<file path="config.mk">
export PLATFORM = sky130hd
export DESIGN_NAME = count_tick_gen
export DESIGN_NICKNAME = d
export VERILOG_FILES = /design/src/rtl/count_tick_gen.sv
export SDC_FILE = /design/constraint.sdc
export NUM_CORES = 1
export LEC_CHECK = 0
export BUFFER_PORTS_ARGS = -buffer_cell sky130_fd_sc_hd__buf_2
export CELL_PAD_IN_SITES_DETAIL_PLACEMENT = 1
export CELL_PAD_IN_SITES_GLOBAL_PLACEMENT = 2
export CORE_UTILIZATION = 39
export DETAILED_ROUTE_END_ITERATION = 10
export GPL_TIMING_DRIVEN = 0
export PLACE_DENSITY_LB_ADDON = 0.1
export SETUP_SLACK_MARGIN = 0.15
export SLEW_MARGIN = 20
export SYNTH_ARGS = -nofsm -noshare
export SYNTH_HDL_FRONTEND = slang
export SYNTH_SLANG_ARGS = --single-unit
</file>
<file path="constraint.sdc">
create_clock -name clock -period 2 [get_ports clock]
set_input_delay 0 -clock clock [delete_from_list [all_inputs] [get_ports clock]]
set_output_delay 0 -clock clock [all_outputs]
set_load 0.005 [all_outputs]
</file>
<file path="src/rtl/count_tick_gen.sv">
// Advance-enable source for the display counter: rate divider or debounced step button.
// Build option: define STEP_AUTOREPEAT_EN to auto-repeat ticks while the step button is held.
module count_tick_gen #(
    parameter int CLK_HZ            = 50000000,
    parameter int DEBOUNCE_CYCLES   = 1000000,
    parameter int AUTOREPEAT_CYCLES = 25000000
) (
    input  logic       clock,
    input  logic       reset,
    input  logic       enable_in,
    input  logic       mode,
    input  logic [1:0] rate_sel,
    input  logic       step_btn_n,
    output logic       tick,
    output logic       heartbeat
);

    localparam int DW = $clog2(4 * CLK_HZ);
    localparam int BW = $clog2(DEBOUNCE_CYCLES + 2);

    typedef enum logic [1:0] {
        S_HOLD,
        S_RUN,
        S_ARMED,
        S_RELEASE
    } state_e;

    state_e state_q, state_d;

    logic          sync1_q, sync2_q;
    logic          db_state_q, db_state_d;
    logic          db_prev_q;
    logic [BW-1:0] db_cnt_q, db_cnt_d;
    logic          db_diff, db_accept;
    logic          need_rel_q, need_rel_d;
    logic [BW-1:0] rel_cnt_q, rel_cnt_d;
    logic          rel_done;
    logic          press_evt;

    logic [1:0]    rate_q;
    logic [DW-1:0] div_cnt_q, div_cnt_d;
    logic [DW-1:0] div_max;
    logic          tick_run;

    logic          rep_fire;
    logic          tick_q, tick_d;
    logic          hb_q, hb_d;

    // Debouncer: only the second synchroniser flop is ever looked at
    always_comb begin
        db_diff    = (sync2_q != db_state_q);
        db_accept  = db_diff && (db_cnt_q == BW'(DEBOUNCE_CYCLES - 1));
        db_cnt_d   = (!db_diff || db_accept) ? '0 : db_cnt_q + 1'b1;
        db_state_d = db_accept ? sync2_q : db_state_q;
    end

    // After reset a held button must be seen released (past the sync flush) before it can step
    always_comb begin
        rel_done   = (rel_cnt_q == BW'(DEBOUNCE_CYCLES + 1));
        rel_cnt_d  = (need_rel_q && sync2_q && !rel_done) ? rel_cnt_q + 1'b1 : '0;
        need_rel_d = need_rel_q && !rel_done;
        press_evt  = db_prev_q && !db_state_q && !need_rel_q;
    end

    always_comb begin
        div_max = '0;
        case (rate_sel)
            2'b00:   div_max = '0;
            2'b01:   div_max = DW'(CLK_HZ - 1);
            2'b10:   div_max = DW'(2 * CLK_HZ - 1);
            default: div_max = DW'(4 * CLK_HZ - 1);
        endcase
    end

    always_comb begin
        div_cnt_d = '0;
        if (state_q == S_RUN && rate_sel == rate_q && div_cnt_q != div_max)
            div_cnt_d = div_cnt_q + 1'b1;
        tick_run = (state_q == S_RUN) && (div_cnt_q == div_max);
    end

    always_comb begin
        state_d = state_q;
        case (state_q)
            S_HOLD: begin
                if (enable_in)
                    state_d = mode ? S_ARMED : S_RUN;
            end
            S_RUN: begin
                if (!enable_in)
                    state_d = S_HOLD;
                else if (mode)
                    state_d = S_ARMED;
            end
            S_ARMED: begin
                if (!enable_in)
                    state_d = S_HOLD;
                else if (!mode)
                    state_d = S_RUN;
                else if (press_evt)
                    state_d = S_RELEASE;
            end
            S_RELEASE: begin
                if (!enable_in)
                    state_d = S_HOLD;
                else if (!mode)
                    state_d = S_RUN;
                else if (db_state_q)
                    state_d = S_ARMED;
            end
            default: state_d = S_HOLD;
        endcase
    end

`ifdef STEP_AUTOREPEAT_EN
    localparam int HW = $clog2(AUTOREPEAT_CYCLES + 1);

    logic [HW-1:0] hold_cnt_q, hold_cnt_d;

    always_comb begin
        hold_cnt_d = '0;
        rep_fire   = 1'b0;
        if (state_q == S_RELEASE && !db_state_q) begin
            if (hold_cnt_q == HW'(AUTOREPEAT_CYCLES - 1))
                rep_fire = 1'b1;
            else if (state_d == S_RELEASE)
                hold_cnt_d = hold_cnt_q + 1'b1;
        end
    end

    always_ff @(posedge clock) begin
        if (reset)
            hold_cnt_q <= '0;
        else
            hold_cnt_q <= hold_cnt_d;
    end
`else
    // Without auto-repeat a held button never ticks again
    assign rep_fire = (AUTOREPEAT_CYCLES < 0);
`endif

    always_comb begin
        tick_d = tick_run || (state_q == S_ARMED && press_evt) || rep_fire;
        hb_d   = hb_q ^ tick_q;
    end

    always_ff @(posedge clock) begin
        if (reset) begin
            state_q    <= S_HOLD;
            sync1_q    <= 1'b1;
            sync2_q    <= 1'b1;
            db_state_q <= 1'b1;
            db_prev_q  <= 1'b1;
            db_cnt_q   <= '0;
            need_rel_q <= 1'b1;
            rel_cnt_q  <= '0;
            rate_q     <= 2'b00;
            div_cnt_q  <= '0;
            tick_q     <= 1'b0;
            hb_q       <= 1'b0;
        end else begin
            state_q    <= state_d;
            sync1_q    <= step_btn_n;
            sync2_q    <= sync1_q;
            db_state_q <= db_state_d;
            db_prev_q  <= db_state_q;
            db_cnt_q   <= db_cnt_d;
            need_rel_q <= need_rel_d;
            rel_cnt_q  <= rel_cnt_d;
            rate_q     <= rate_sel;
            div_cnt_q  <= div_cnt_d;
            tick_q     <= tick_d;
            hb_q       <= hb_d;
        end
    end

    assign tick      = tick_q;
    assign heartbeat = hb_q;

endmodule

</file>
Word level (Yosys, flattened, before mapping)

Index checks and enable logic that the tools add are counted.

Bits in registers: 79
Bits of input ports: 7
Output and inout port bits: 2

Add/subtract/negate cells: 3
Eq/ne operators: 15
Muxes and demuxes: 12
Bitwise operators: 3
Reductions and logical operators: 22

Operators by type and width:

| operator                                            | count |
|---|---|
| case mux 28 bit (3 select lines)                    | 1 |
| adder 20 x 1 -> 20 bit, second input constant       | 2 |
| equality test 20 bit, second input constant         | 2 |
| adder 28 x 1 -> 28 bit, second input constant       | 1 |
| equality test 28 bit                                | 1 |
| inequality test 28 bit                              | 1 |
| 2-to-1 mux 2 bit                                    | 10 |
| logical AND 1 bit                                   | 10 |
| inequality test 4 bit, second input constant        | 2 |
| case mux 2 bit (4 select lines)                     | 1 |
| equality test 2 bit, second input constant          | 3 |
| OR reduction 2 bit                                  | 3 |
| equality test 2 x 1 -> 1 bit, second input constant | 2 |
| logical NOT 1 bit                                   | 4 |
| logical NOT 2 bit                                   | 2 |
| AND reduction 4 bit                                 | 1 |
| inequality test 3 bit, second input constant        | 1 |
| equality test 2 bit                                 | 1 |
| logical OR 1 bit                                    | 2 |
| inequality test 2 bit, second input constant        | 1 |
| NOT 1 bit                                           | 2 |
| inequality test 1 bit                               | 1 |
| XOR 1 bit                                           | 1 |

Depth between registers and ports, before layout

Depth after elaboration: 7
Mapped depth: 8
Gate-level depth less buffers: 7

Worst setup path before layout

Ideal clock, no wire load.

Kind: register to register
Start point: reg div_cnt_q[2]
End point: reg div_cnt_q[22]
Arrival time: 1.721 ns
Slack: 0.143 ns
Cell stages (with the launch flop): 8
Clock period less this slack: 1.857 ns
Cell sequence: dfxtp_1 buf_4 nand4_1 or3_1 a32o_2 nor4_4 buf_6 nor3_1

Cells in the longest elaborated chain, start to end: 4
Elaborated cells on any way between the ends: 5

Ends and longest elaborated chain:

| item                                                           | RTL line | source |
|---|---|---|
| from (decl)                                                    | 41       | `logic [DW-1:0] div_cnt_q, div_cnt_d;` |
| from (signal assigned)                                         | 171      | `div_cnt_q <= div_cnt_d;` |
| branches (longest 4 deep; another with adder 28 x 1 -> 28 bit) | --       |  |

Several ways; the timed one is not identified.
A chain may end at the register's enable or synchronous reset.

Worst setup path after layout

Start point: reg div_cnt_q[21]
End point: reg div_cnt_q[16]

Cells in the longest elaborated chain, start to end: 4

Ends and longest elaborated chain:

| item                                | RTL line | source |
|---|---|---|
| inequality test 28 bit              | 77       | `if (state_q == S_RUN && rate_sel == rate_q && div_cnt_q != div_max)` |
| logical AND 1 bit                   | 77       |  |
| NOT 1 bit (no source line)          | --       |  |
| OR reduction 2 bit (no source line) | --       |  |

No other way between the ends.

==> flow_summary_export.csv <==
group,metric,value,unit
floorplan,core,9200,um^2
timing,maxSlewViolCount,0,
yosys,yosys-top-cells-count,"dfxtp_1, nor2_1, xnor2_1",
cts,cts.sinks,79,
min_path,hold_path_class,"input pin to flop",
drt,routed_wl,8.68,mm
placement,pre_cts_ws,-0.370,ns
grt,grt_usage,18.4,%
cts,cts_max_level,3,
setup_path,cp_slowest_cell,"dfxtp_4",
setup_path,cp-end-kind,"flop",
timing,slew_headroom,58.2,%
yosys,synth_area_leader_cell,"dfxtp_1",
timing,fmax,531,MHz
setup_path,critPathMaxStageDelay,0.36,ns
cts,clk_pin_slew,0.09,ns
timing,fin_crit,1.88,ns
setup_path,required,2.22,ns
yosys,syn_area_per_cell,8.87,um^2
floorplan,io_pins,9,
setup_path,cp_max_fo,5,
setup_path,crit_arrival,2.10,ns
drt,drt_iter0_drc,34,
timing,finalClockSkew,0.0116,ns
grt,grt.overflow.total,0,
yosys,yosysMostFrequentCell,"dfxtp_1",
power_and_ir_drop,sw_frac_of_total,23.6,%
power_and_ir_drop,leakage,1.50,nW
cts,clk_latency,0.35,ns
yosys,synth_edf_count,0,
yosys,yosysWarnings,0,
timing,setup_viol,0,
grt,grt_pass1_wl,14.2,mm
setup_path,critical_path_class,"flop to flop",
placement,detailed_place.area,3910,um^2
power_and_ir_drop,seq_power_share,55.1,%
floorplan,die_y,99.3,um
timing,rsz0062_at_grt,"true",
placement,portBuffers,8,
timing,tightest_slew,0.626,ns
yosys,ys_async_sr_fraction,0,%
yosys,synth_top_area_share,42.8,%
floorplan,die_area,9860,um^2
cts,cts_tree,"yes",
timing,finalHoldViolCount,0,
run,maxCapViolations,0,
drt,viasPerCell,5.21,
drt,first_pass_iters,4,
timing,post-route-period-util,94.2,%
cts,clock_path_buffers,2,
drt,drc,0,
yosys,synthesis.area,3690,um^2
floorplan,initial_utilization,40.1,%
yosys,synth-main-ff-cell,"dfxtp_1",
setup_path,cp_cell_sequence,"nand2b_4 > a2111oi_4 > o2111ai_2 > nor4_4 > buf_4 > clkbuf_16 > nor3_1",
cells_and_area,final_layout_size_suffix_gt1_share,19.3,%
timing,fin_ws,0.116,ns
yosys,syn_inst,416,
cells_and_area,fin_area,4440,um^2
cells_and_area,diodes,0,
setup_path,crit_path_start_kind,"flop",
cells_and_area,area_delta_synth_final,20.4,%
yosys,ys_seq_area_share,42.8,%
grt,antenna_found_initial,0,
power_and_ir_drop,comb_power_share,3.7,%
cts,cts_inserted_buffers,9,
cts,root_buffer,"clkbuf_8",
timing,fin_setup_tns,0,ns
floorplan,rows,35,
floorplan,fp.dieW,99.3,um
placement,hpwl,5.75,mm
power_and_ir_drop,clkPwrFrac,41.3,%
drt,antenna_left,0,
yosys,syn_nets,431,
power_and_ir_drop,vdd_drop_max,0.000252,V
cells_and_area,layout.nets,467,
drt,num_vias,2961,
drt,wl_per_cell,15.3,um
placement,gp_congestion,0.710,
grt,grt_pass1_vias,2892,
yosys,yosysUniqueCellTypes,43,
power_and_ir_drop,p_per_area,649,nW/um^2
yosys,yosys-top-cells-area,"dfxtp_1, xnor2_1, xor2_1",
grt,grt_max_degree,15,
power_and_ir_drop,p_sw,0.000680,W
run_status,status,"finished clean",
yosys,synth_seq_cells,79,
power_and_ir_drop,intPower,0.00220,W
-- worst paths after layout --
check                           startpoint                        to  slack, ns  depth (start not counted)
setup / recovery  div_cnt_q[21]$_SDFF_PP0_  div_cnt_q[16]$_SDFF_PP0_       0.12                          7
hold reg to reg         sync1_q$_SDFF_PP1_        sync2_q$_SDFF_PP1_       0.43                          1
setup reg to reg  div_cnt_q[21]$_SDFF_PP0_  div_cnt_q[16]$_SDFF_PP0_       0.12                          7
hold / removal                 rate_sel[0]      rate_q[0]$_SDFF_PP0_       0.03                          3
-- routing by layer --
layer | part of all wire, % | track usage (%) | vias up
met2 | 46 | 28.8 | 20
met4 | 1.3 | 7.47 | 0
met5 | 0 | 0 | -
li1 | - | - | 1492
met3 | 1.8 | 2.74 | 10
met1 | 51 | 25.5 | 1439
-- layout by cell type (no fill, tap or decap), types with 3 or more instances in the layout --
cell type and instances:
nor4_4 3, nor3b_1 3, nor3_2 11, and4_1 7, ha_1 7, dlygate4sd3_1 7
nor2_1 61, nor4b_1 5, xnor2_1 36, nor2b_1 4, buf_2 11, inv_1 12
nor3_1 23, nand2_1 25, xor2_1 34, nand4_1 16, buf_4 7, and2_1 5
dfxtp_1 70, clkbuf_1 4, dfxtp_2 7, nand3_1 27, and3_1 8, clkbuf_8 10
or2_2 5
-- what timing repair did --
action                                  CTS  global route
buffers inserted                          6             2
endpoints found under the setup margin   50            65
hold buffers                              7             0
pin swaps                                 5             7
gates resized for setup                  17            28
cloned                                    0             2
hold endpoints to repair                  7             0
-- kinds of logic (layout without fill, tap and decap cells) --
group	Yosys count	count (layout)	share of synthesized area, %
buf+inv	26	67	3.25
fa+ha+maj	8	8	2.71
flops	79	79	42.8
mux	1	1	0.271
simple gates	218	218	31.2
compound gates	13	13	2.88
xor+xnor	71	71	16.8
-- worst max-delay path, delay by kind of cell (launching register included) --
kind | cells | cell delay (ns)
buf+inv | 2 | 0.34
compound gates | 2 | 0.54
simple gates | 3 | 0.50
flops | 1 | 0.36
-- power groups by stage --
stage | Sequential [W] | Clock [W] | Combinational (W)
2_1_floorplan | 0.00163 | 0 | 0.0000605
3_3_place_gp | 0.00163 | 0 | 0.0000878
3_5_place_dp | 0.00163 | 0 | 0.0000897
4_1_cts | 0.00159 | 0.00124 | 0.000102
5_1_grt | 0.00159 | 0.00131 | 0.000118
6_report | 0.00159 | 0.00119 | 0.000105
-- cell type report --
| type | instances | area, um^2 |
|---|---|---|
| Clock inverter | 7 | 72.6 |
| Inverter | 12 | 45.0 |
| Tap cell | 111 | 139 |
| Multi-Input combinational cell | 311 | 2140 |
| Clock buffer | 9 | 124 |
| Timing Repair Buffer | 25 | 224 |
| Buffer | 14 | 103 |
| Sequential cell | 79 | 1600 |
| Fill cell | 1082 | 4750 |
-- registers in the layout, indices dropped and copies added (netlist names) --
signal      flops
db_state_q      1
rel_cnt_q      20
sync2_q         1
tick            1
state_q         2
db_prev_q       1
div_cnt_q      28
heartbeat       1
need_rel_q      1
db_cnt_q       20
sync1_q         1
rate_q          2
-- per-stage QoR --
| step | utilization [%] | instances | hold slack (ns) | power, W |
|---|---|---|---|---|
| after floorplan | - | 416 | 0.0667 | 0.00169 |
| after global placement | 42.5 | 535 | 0.184 | 0.00172 |
| after detailed placement | 42.5 | 535 | 0.200 | 0.00172 |
| after CTS | 46.6 | 564 | 0.00931 | 0.00293 |
| after global routing | 48.3 | 568 | 0.0488 | 0.00302 |
| final | 48.3 | 568 | 0.0275 | 0.00288 |
Note: power is estimated with default switching activity, not from simulation.
